<file path="src/rtl/countdown_timer_pkg.sv">
// ============================================================================
// Module   : countdown_timer_pkg
// Brief    : Shared clock/timer definitions: FSM state encoding, seconds
//            range and time-field width. Also used by the up-counter blocks.
// Revision : 1.0 - initial release
// ============================================================================
`default_nettype none

package countdown_timer_pkg;

  // Timer FSM state encoding
  typedef enum logic [1:0] {
    ST_IDLE  = 2'd0,
    ST_RUN   = 2'd1,
    ST_PAUSE = 2'd2,
    ST_DONE  = 2'd3
  } timer_state_t;

  // Largest seconds value and width of every mm / ss field
  localparam int SEC_MAX = 59;
  localparam int FIELD_W = 6;

endpackage : countdown_timer_pkg

`default_nettype wire

</file>
<file path="src/rtl/countdown_digit.sv">
// ============================================================================
// Module   : countdown_digit
// Brief    : One mod-N down-counter digit with synchronous load, decrement
//            enable, zero flag and borrow-out (asserted when a decrement
//            wraps the digit from 0 to N-1). Load has priority over dec_en.
// Revision : 1.0 - initial release
// ============================================================================
`default_nettype none

module countdown_digit #(
  parameter int N = 60,
  parameter int W = 6
) (
  input  logic         clock,
  input  logic         reset_n,
  input  logic         load,
  input  logic [W-1:0] load_value,
  input  logic         dec_en,
  output logic [W-1:0] value,
  output logic         zero,
  output logic         borrow
);

  localparam logic [W-1:0] C_TOP = W'(N - 1);

  logic [W-1:0] r_value;

  // Digit register: load wins, otherwise decrement with wrap to N-1
  always_ff @(posedge clock or negedge reset_n) begin
    if (!reset_n) begin
      r_value <= '0;
    end else if (load) begin
      r_value <= load_value;
    end else if (dec_en) begin
      r_value <= (r_value == '0) ? C_TOP : (r_value - 1'b1);
    end
  end

  assign value  = r_value;
  assign zero   = (r_value == '0);
  assign borrow = dec_en & zero & ~load;

endmodule : countdown_digit

`default_nettype wire

</file>
<file path="src/rtl/countdown_timer.sv">
// ============================================================================
// Module   : countdown_timer
// Brief    : mm:ss countdown timer. Preset edited with increment buttons in
//            IDLE, counts down on the 1 Hz enable, raises done/alarm at 00:00.
//            Optional macro COUNTDOWN_AUTORELOAD_EN: reload preset on expiry,
//            stay in RUN, pulse done for one cycle, alarm runs independently.
// Revision : 1.0 - initial release
// ============================================================================
`default_nettype none

module countdown_timer #(
  parameter int MAX_MIN     = 59,
  parameter int ALARM_TICKS = 10
) (
  input  logic       clock,
  input  logic       reset_n,
  input  logic       tick_1hz,
  input  logic       set_mode,
  input  logic       inc_min,
  input  logic       inc_sec,
  input  logic       start_stop,
  input  logic       clear,
  output logic [5:0] count_min,
  output logic [5:0] count_sec,
  output logic       borrow_sec,
  output logic       running,
  output logic       done,
  output logic       alarm
);

  import countdown_timer_pkg::*;

  localparam logic [FIELD_W-1:0] C_SEC_MAX   = FIELD_W'(SEC_MAX);
  localparam logic [FIELD_W-1:0] C_MAX_MIN   = FIELD_W'(MAX_MIN);
  localparam logic [7:0]         C_ALARM_TKS = 8'(ALARM_TICKS);

  timer_state_t       r_state;
  logic [FIELD_W-1:0] r_pre_min;
  logic [FIELD_W-1:0] r_pre_sec;
  logic [7:0]         r_alarm_cnt;
  logic               r_borrow_sec;
  logic               r_running;
  logic               r_done;
  logic               r_alarm;

  logic [FIELD_W-1:0] w_pre_min_nxt;
  logic [FIELD_W-1:0] w_pre_sec_nxt;
  logic [FIELD_W-1:0] w_cnt_min;
  logic [FIELD_W-1:0] w_cnt_sec;
  logic               w_min_zero;
  logic               w_sec_zero;
  logic               w_min_borrow;
  logic               w_sec_borrow;
  logic               w_preset_zero;
  logic               w_run_tick;
  logic               w_last;
  logic               w_load;
  logic               w_dec_sec;
  logic               w_dec_min;

  // Next preset, counter load/decrement controls and expiry detection
  always_comb begin
    w_pre_min_nxt = r_pre_min;
    w_pre_sec_nxt = r_pre_sec;
    if ((r_state == ST_IDLE) && set_mode && !clear && !start_stop) begin
      if (inc_sec) w_pre_sec_nxt = (r_pre_sec == C_SEC_MAX) ? '0 : (r_pre_sec + 1'b1);
      if (inc_min) w_pre_min_nxt = (r_pre_min == C_MAX_MIN) ? '0 : (r_pre_min + 1'b1);
    end
    w_preset_zero = (r_pre_min == '0) && (r_pre_sec == '0);
    w_run_tick    = (r_state == ST_RUN) && tick_1hz && !clear && !start_stop;
    // This tick takes the count from 00:01 to 00:00
    w_last        = w_run_tick && w_min_zero && (w_cnt_sec == FIELD_W'(1));
    // Count follows the preset in IDLE and reloads it on every exit to IDLE
    w_load        = clear || (r_state == ST_IDLE) || ((r_state == ST_DONE) && start_stop);
`ifdef COUNTDOWN_AUTORELOAD_EN
    w_load        = w_load || w_last;
`endif
    w_dec_sec     = w_run_tick;
    w_dec_min     = w_run_tick && w_sec_zero;
  end

  countdown_digit #(
    .N (SEC_MAX + 1),
    .W (FIELD_W)
  ) u_sec (
    .clock      (clock),
    .reset_n    (reset_n),
    .load       (w_load),
    .load_value (w_pre_sec_nxt),
    .dec_en     (w_dec_sec),
    .value      (w_cnt_sec),
    .zero       (w_sec_zero),
    .borrow     (w_sec_borrow)
  );

  countdown_digit #(
    .N (MAX_MIN + 1),
    .W (FIELD_W)
  ) u_min (
    .clock      (clock),
    .reset_n    (reset_n),
    .load       (w_load),
    .load_value (w_pre_min_nxt),
    .dec_en     (w_dec_min),
    .value      (w_cnt_min),
    .zero       (w_min_zero),
    .borrow     (w_min_borrow)
  );

  // Timer FSM with preset, alarm counter and registered status outputs
  always_ff @(posedge clock or negedge reset_n) begin
    if (!reset_n) begin
      r_state      <= ST_IDLE;
      r_pre_min    <= '0;
      r_pre_sec    <= '0;
      r_alarm_cnt  <= '0;
      r_borrow_sec <= 1'b0;
      r_running    <= 1'b0;
      r_done       <= 1'b0;
      r_alarm      <= 1'b0;
    end else begin
      r_pre_min    <= w_pre_min_nxt;
      r_pre_sec    <= w_pre_sec_nxt;
      // A seconds wrap is only a genuine borrow if minutes did not underflow
      r_borrow_sec <= w_sec_borrow & ~w_min_borrow;
`ifdef COUNTDOWN_AUTORELOAD_EN
      r_done       <= 1'b0;
`endif
      // Alarm countdown runs on ticks; expiry below restarts it
      if (tick_1hz && (r_alarm_cnt != '0)) begin
        r_alarm_cnt <= r_alarm_cnt - 1'b1;
        if (r_alarm_cnt == 8'd1) r_alarm <= 1'b0;
      end

      if (clear) begin
        r_state     <= ST_IDLE;
        r_running   <= 1'b0;
        r_done      <= 1'b0;
        r_alarm     <= 1'b0;
        r_alarm_cnt <= '0;
      end else begin
        case (r_state)
          ST_IDLE: begin
            if (start_stop && !w_preset_zero) begin
              r_state   <= ST_RUN;
              r_running <= 1'b1;
            end
          end
          ST_RUN: begin
            if (start_stop) begin
              r_state   <= ST_PAUSE;
              r_running <= 1'b0;
            end else if (w_last) begin
              r_done      <= 1'b1;
              r_alarm     <= 1'b1;
              r_alarm_cnt <= C_ALARM_TKS;
`ifndef COUNTDOWN_AUTORELOAD_EN
              r_state     <= ST_DONE;
              r_running   <= 1'b0;
`endif
            end
          end
          ST_PAUSE: begin
            if (start_stop) begin
              r_state   <= ST_RUN;
              r_running <= 1'b1;
            end
          end
          ST_DONE: begin
            if (start_stop) begin
              r_state     <= ST_IDLE;
              r_done      <= 1'b0;
              r_alarm     <= 1'b0;
              r_alarm_cnt <= '0;
            end
          end
          default: r_state <= ST_IDLE;
        endcase
      end
    end
  end

  assign count_min  = w_cnt_min;
  assign count_sec  = w_cnt_sec;
  assign borrow_sec = r_borrow_sec;
  assign running    = r_running;
  assign done       = r_done;
  assign alarm      = r_alarm;

endmodule : countdown_timer

`default_nettype wire

</file>
<file path="config.mk">
export PLATFORM = sky130hd
export DESIGN_NAME = countdown_timer
export DESIGN_NICKNAME = d
export VERILOG_FILES = /design/src/rtl/countdown_timer_pkg.sv /design/src/rtl/countdown_digit.sv /design/src/rtl/countdown_timer.sv
export SDC_FILE = /design/constraint.sdc
export NUM_CORES = 1
export LEC_CHECK = 0
export CAP_MARGIN = 20
export CELL_PAD_IN_SITES_DETAIL_PLACEMENT = 1
export CELL_PAD_IN_SITES_GLOBAL_PLACEMENT = 1
export CORE_MARGIN = 2
export CORE_UTILIZATION = 45
export DETAILED_ROUTE_END_ITERATION = 16
export PLACE_DENSITY = 0.82
export SLEW_MARGIN = 5
export SYNTH_ARGS = -nofsm -noshare
export SYNTH_HDL_FRONTEND = slang
export SYNTH_SLANG_ARGS = --single-unit
export TNS_END_PERCENT = 1
</file>
<file path="constraint.sdc">
create_clock -name clock -period 5.6 [get_ports clock]
set_clock_uncertainty 0.05 [all_clocks]
set_input_delay 0.84 -clock clock [delete_from_list [all_inputs] [get_ports clock]]
set_output_delay 0.84 -clock clock [all_outputs]
set_load 0.05 [all_outputs]
</file>
==> run summary, run 1 <==
area growth from synthesis to final layout -> 15.87%
utilization of the core after routing -> 0.5307
status -> completed
setup slack on the worst flop-to-flop path -> 3020 ps
mean cell area of the mapped netlist -> 9.365 µm²
Worst-path clk slew -> 80 ps
cell with the most instances after synthesis -> dfrtp_1
area of the mapped netlist -> 2491 µm²
list of most frequent post-synthesis cells -> dfrtp_1 (38), nor2_1 (24), inv_1 (20)
Antenna diodes -> 0
RSZ-0062 raised after global routing -> no
master cell of the clock root buffer -> clkbuf_8
buffers inserted during post-CTS setup optimization -> 0
CP startpoint kind -> input pin
global-route wire length before repair -> 10.15 mm
fraction of final layout cells sized beyond drive strength 1 -> 0.09247
initial antenna violation count -> 0
largest cells by area after synthesis -> dfrtp_1 (38%), ha_1 (8.0%), nor2_1 (3.6%)
number of distinct standard cells referenced by the synthesized netlist -> 60
Detailed Route Iter0 Violations -> 79
Crit. End Element -> register
residual overflow from global routing -> 0
clock insertion delay at the later pin of the skew report -> 290 ps
worst setup path start -> start_stop
Residual DRC -> 0
routability congestion estimate from global placement -> 0.8332
FP Rows -> 27
number of buffers created by CTS -> 5
cells after synthesis -> 266
fin crit period -> 3078 ps
final-layout setup total negative slack -> 0 ps
Setup violations, final -> 0
Critical Path AT -> 3210 ps
Leakage -> 1.271 nW
WP data required -> 5730 ps
total vias in the final route -> 2077
count of clock tree sinks -> 38
first-pass iteration count of the detailed router -> 4
Port Buffer Count -> 23
number of max-cap violations -> 0
Post-layout nets -> 315
number of instances on the worst hold path -> 2
net count after synthesis -> 290
initial core utilization -> 0.4580
actual transition at the worst max-transition pin -> 833.2 ps
vertical die dimension -> 78.41 µm
end point of the critical path -> u_min.value[2]
CP Class -> input pin to register
DRT antenna net count -> 0
CTS HTree Levels -> 2
post-CTS resize count -> 0
Slew Limit Headroom -> 0.4445
CORE AREA -> 5439 µm²
worst IR drop on VDD -> 0.2181 mV
Hold Buf Count CTS -> 0
critical path fanouts, max -> 13
number of ports placed on the die boundary -> 24
Die Wd -> 78.41 µm
Pwr Total -> 0.001452 W
total count of max-transition violations in the final report -> 0
number of enable flip-flop cells after synthesis -> 0
half-perimeter wire length of the detailed placement result -> 4.652 mm
GRT Overall Usage -> 0.2120
WL per Instance -> 16.40 µm
Post-synth top flop -> dfrtp_1
CTS tree -> built
post-placement worst setup slack -> 2212 ps
vias in the first global route -> 2129
YS warnings -> 0
total die area -> 6147 µm²
reg2reg path depth -> 7
pin count of the biggest net entering global routing -> 39
capturing point of the worst reg2reg path -> u_min.value[2]
final hold violation count -> 0
maximum operating frequency -> 0.3249 GHz
biggest area consumer among synthesized cells -> dfrtp_1
count of state elements after synthesis -> 38
fraction of the cycle the final worst path needs -> 0.5496
fraction of the yosys area taken by sequential cells -> 0.3817
post-route worst setup slack -> 2522 ps
fraction of registers with async set or reset after synthesis -> 1.000
clk buf depth -> 2
area share of the leading cell type in the synthesized netlist -> 0.3817
power per cell area -> 503.2 nW/µm²
Total Wirelength -> 5.970 mm
via density per instance -> 5.706
path category of the worst min-delay check -> register to register
RR Startpoint -> r_state[1]
[worst min path at each step]
stage	startpoint	to	slack, ps
3_5_place_dp	done	done	480
6_report	done	done	480
2_1_floorplan	r_pre_sec[5]	r_pre_sec[5]	440
3_3_place_gp	r_pre_sec[5]	r_pre_sec[5]	470
5_1_grt	running	running	540
4_1_cts	r_pre_sec[5]	r_pre_sec[5]	500
[through the flow]
stage,hold slack [ps],area (µm²),cells
floorplan,435.8,2491,266
global placement,468.9,2778,356
detailed placement,480.7,2778,356
CTS,495.5,2887,364
global route,544.6,2887,364
finish,481.1,2887,364
[cells by family after synthesis]
group,share of synthesized area
muxes,0.03064
buffers and inverters,0.04671
xor gates and xnor gates,0.02461
AOI/OAI and AO/OA,0.2125
and+or+nand+nor,0.2235
adders and majority gates,0.08036
DFF,0.3817
[cell usage in the layout, fill, tap and decap left out, drive strengths merged, types with 7 or more instances in the layout]
cell,Yosys,layout
o21ai,15,15
nor2,24,24
clkdlybuf4s50,0,22
a21oi,14,14
dfrtp,38,38
nand3,12,12
nor3,7,7
o211ai,7,7
nor2b,7,7
nand2,19,19
inv,20,20
ha,16,16
[sequential cells by signal (all words and copies together) (netlist names)]
| name | count |
|---|---|
| alarm | 1 |
| borrow_sec | 1 |
| done | 1 |
| r_alarm_cnt | 8 |
| r_pre_min | 6 |
| r_pre_sec | 6 |
| r_state | 2 |
| running | 1 |
| u_min.value | 6 |
| u_sec.value | 6 |
[critical path: stages]
cell	delay (ps)
clkdlybuf4s50_1	600
and4bb_1	600
and3_1	470
o21ai_0	170
a221o_1	390
o21a_1	120
[layout make-up]
class                   count  area, µm²
flip-flops and latches     38      950.9
inverters                  20      75.07
clock buffers               5      68.82
well taps                  72      90.09
clock inverters             3      40.04
fillers                   634       2552
repair buffers             24      232.7
multi-input cells         202       1429
[routing by layer]
layer / vias up / share of wire / global-route usage
met1: 1030 / 0.48 / 0.2833
li1: 1015 / - / -
met3: 4 / 0.019 / 0.02759
met2: 28 / 0.49 / 0.3612
met5: - / 0 / 0
met4: 0 / 0.0074 / 0.06140
[power breakdown]
part / switching (W) / internal (W) / leakage (nW)
registers: 0.000116 / 0.000359 / 0.491
clock network: 0.0000961 / 0.000131 / 0.0579
logic: 0.000454 / 0.000296 / 0.722
total: 0.000666 / 0.000786 / 1.27
Power figures use the tool's default switching activity.
==> inputs of run 2 (changes only) <==
Settings changed: CORE_UTILIZATION 45 to 44, PLACE_DENSITY 0.82 to 0.8.
Clock period 5.6 ns to 2.95 ns, I/O delays scaled along.
==> run summary, run 2 (synthesized netlist as in run 1, its figures left out) <==
status -> completed
buffers inserted during post-CTS setup optimization -> 0 (unchanged)
Antenna diodes -> 0 (unchanged)
Port Buffer Count -> 23 (unchanged)
count of clock tree sinks -> 38 (unchanged)
first-pass iteration count of the detailed router -> 4 (unchanged)
final std cell area, no fill -> 2895 µm² (+0.30%)
WL per Instance -> 17.14 µm (+4.5%)
half-perimeter wire length of the detailed placement result -> 4.737 mm (+1.8%)
cell breakdown of the critical path -> inv_1 -> ha_1 -> and4bb_1 -> and3_1 -> o21ai_0 -> a221o_1 -> o21a_1
Top delay family on crit path -> simple AND/OR/NAND/NOR gates
Max stage delay cell, worst path -> dfrtp_1
Leakage -> 1.275 nW (+0.34%)
RR Startpoint -> r_state[1]
CTS HTree Levels -> 2 (unchanged)
fraction of final layout cells sized beyond drive strength 1 -> 0.1017 (+0.009229)
GRT Overall Usage -> 0.2185 (+0.006513)
total count of max-transition violations in the final report -> 0 (unchanged)
switch share -> 0.4718 (+0.01297)
number of max-cap violations -> 0 (unchanged)
number of buffers created by CTS -> 5 (unchanged)
WP data required -> 3090 ps (-2640 ps)
utilization of the core after routing -> 0.5290 (-0.001676)
via density per instance -> 5.741 (+0.62%)
Most flops, register -> r_alarm_cnt
routability congestion estimate from global placement -> 0.7914 (-5.0%)
final hold violation count -> 0 (unchanged)
fin crit period -> 2262 ps
vertical die dimension -> 79.25 µm (+1.1%)
area growth from synthesis to final layout -> 16.22%
total vias in the final route -> 2107 (+1.4%)
FP Rows -> 27 (unchanged)
Int Pwr -> 0.001435 W (+83%)
Hold Buf Count CTS -> 0 (unchanged)
initial antenna violation count -> 0 (unchanged)
pin count of the biggest net entering global routing -> 39 (unchanged)
CORE AREA -> 5473 µm² (+0.62%)
RSZ-0062 raised after global routing -> no
Pwr Total -> 0.002717 W (+87%)
Slew Limit Headroom -> 0.4236 (-0.02089)
CTS tree -> built
Detailed Route Iter0 Violations -> 96 (+22%)
initial core utilization -> 0.4552 (-0.002827)
fraction of the cycle the final worst path needs -> 0.7668
Die Wd -> 79.25 µm (+1.1%)
critical path fanouts, max -> 12 (-1)
Critical Path AT -> 2410 ps (-800 ps)
Residual DRC -> 0 (unchanged)
CP Class -> register to register
final-layout setup total negative slack -> 0 ps (unchanged)
worst IR drop on VDD -> 0.4973 mV (+130%)
Worst-path clk slew -> 90 ps (about the same)
clock insertion delay at the later pin of the skew report -> 300 ps (about the same)
path category of the worst min-delay check -> input pin to asynchronous set/reset pin
Total Wirelength -> 6.290 mm (+5.4%)
maximum operating frequency -> 0.4421 GHz
Post-layout nets -> 318 (+0.95%)
crit-path max cell delay -> 410 ps (-190 ps)
Largest register FFs -> 8 (unchanged)
DRT antenna net count -> 0 (unchanged)
post-CTS resize count -> 0 (unchanged)
Placed Area -> 2800 µm² (+0.81%)
number of ports placed on the die boundary -> 24 (unchanged)
master cell of the clock root buffer -> clkbuf_8
residual overflow from global routing -> 0 (unchanged)
vias in the first global route -> 2196 (+3.1%)
commonest cells after routing, fill and taps aside -> dfrtp_1 (38), nor2_1 (24), clkdlybuf4s50_1 (22)
most common cell after layout, fill and taps aside -> dfrtp_1
WP buf/inv -> 1 (unchanged)
Crit. End Element -> register
total die area -> 6280 µm² (+2.2%)
relative contribution of combinational cells to total power -> 0.525 (+0.009)
capturing point of the worst reg2reg path -> u_min.value[2]
sequential share of power -> 0.332 (+0.005)
global-route wire length before repair -> 10.75 mm (+5.9%)
power per cell area -> 938.5 nW/µm² (+87%)
CP startpoint kind -> register
reg2reg path depth -> 7 (unchanged)
setup slack on the worst flop-to-flop path -> 690 ps (-2330 ps)
Setup violations, final -> 0 (unchanged)
share of power burned in the clock network -> 0.142 (-0.014)
clk buf depth -> 2 (unchanged)
actual transition at the worst max-transition pin -> 864.5 ps (+31.33 ps)
Switch Pwr -> 0.001282 W (+92%)
run 2: cell types whose count changed in the layout (fill, tap and decap cells not counted), sizes merged:
cell      delta
bufinv       -1
buf          +3
clkinv       -1
clkbuf       +1
clkinvlp     +1
run 2: stage by stage:
step / hold slack [ps] / setup WS (ps) / instances
finish: 201.7 / 688.1 / 367
global route: 283.9 / 584.1 / 367
CTS: 236.0 / 687.6 / 367
detailed placement: 482.3 / 412.6 / 359
global placement: 464.3 / 493.6 / 359
floorplan: 96.91 / 825.9 / 266
run 2: final cells by class:
type,count,area [µm²]
fillers,642,2577
multi-input cells,202,1429
flip-flops and latches,38,950.9
repair buffers,27,255.2
well taps,72,90.09
clock buffers,6,82.58
inverters,20,75.07
clock inverters,2,12.51
run 2: worst max-delay path by stage:
stage                               from        endpoint  slack, ps  depth (start not counted)
after floorplan           u_sec.value[0]  u_min.value[4]        830                          8
after global placement          tick_1hz  u_min.value[2]        490                          6
after detailed placement        tick_1hz  u_min.value[2]        410                          6
after CTS                     r_state[1]  u_min.value[2]        690                          7
after global routing          r_state[1]  u_min.value[2]        580                          7
final                         r_state[1]  u_min.value[2]        690                          7
run 2: routing by layer:
metal,global-route usage,routed length (µm)
met3,0.03409,152
met5,0,0
met4,0.04138,34
met2,0.3678,3124
met1,0.3006,2977
run 2: worst reg2reg max path: stages, from the launching register on:
cell	delay, ps
dfrtp_1	410
inv_1	90
ha_1	300
and4bb_1	260
and3_1	410
o21ai_0	160
a221o_1	370
o21a_1	100
run 2: power groups by stage:
stage          registers [W]  logic (W)  clock network, W
2_1_floorplan        0.00107   0.000838                 0
3_3_place_gp        0.000902    0.00139                 0
3_5_place_dp        0.000911    0.00143                 0
4_1_cts             0.000903    0.00144          0.000395
5_1_grt             0.000939    0.00158          0.000416
6_report            0.000903    0.00143          0.000387
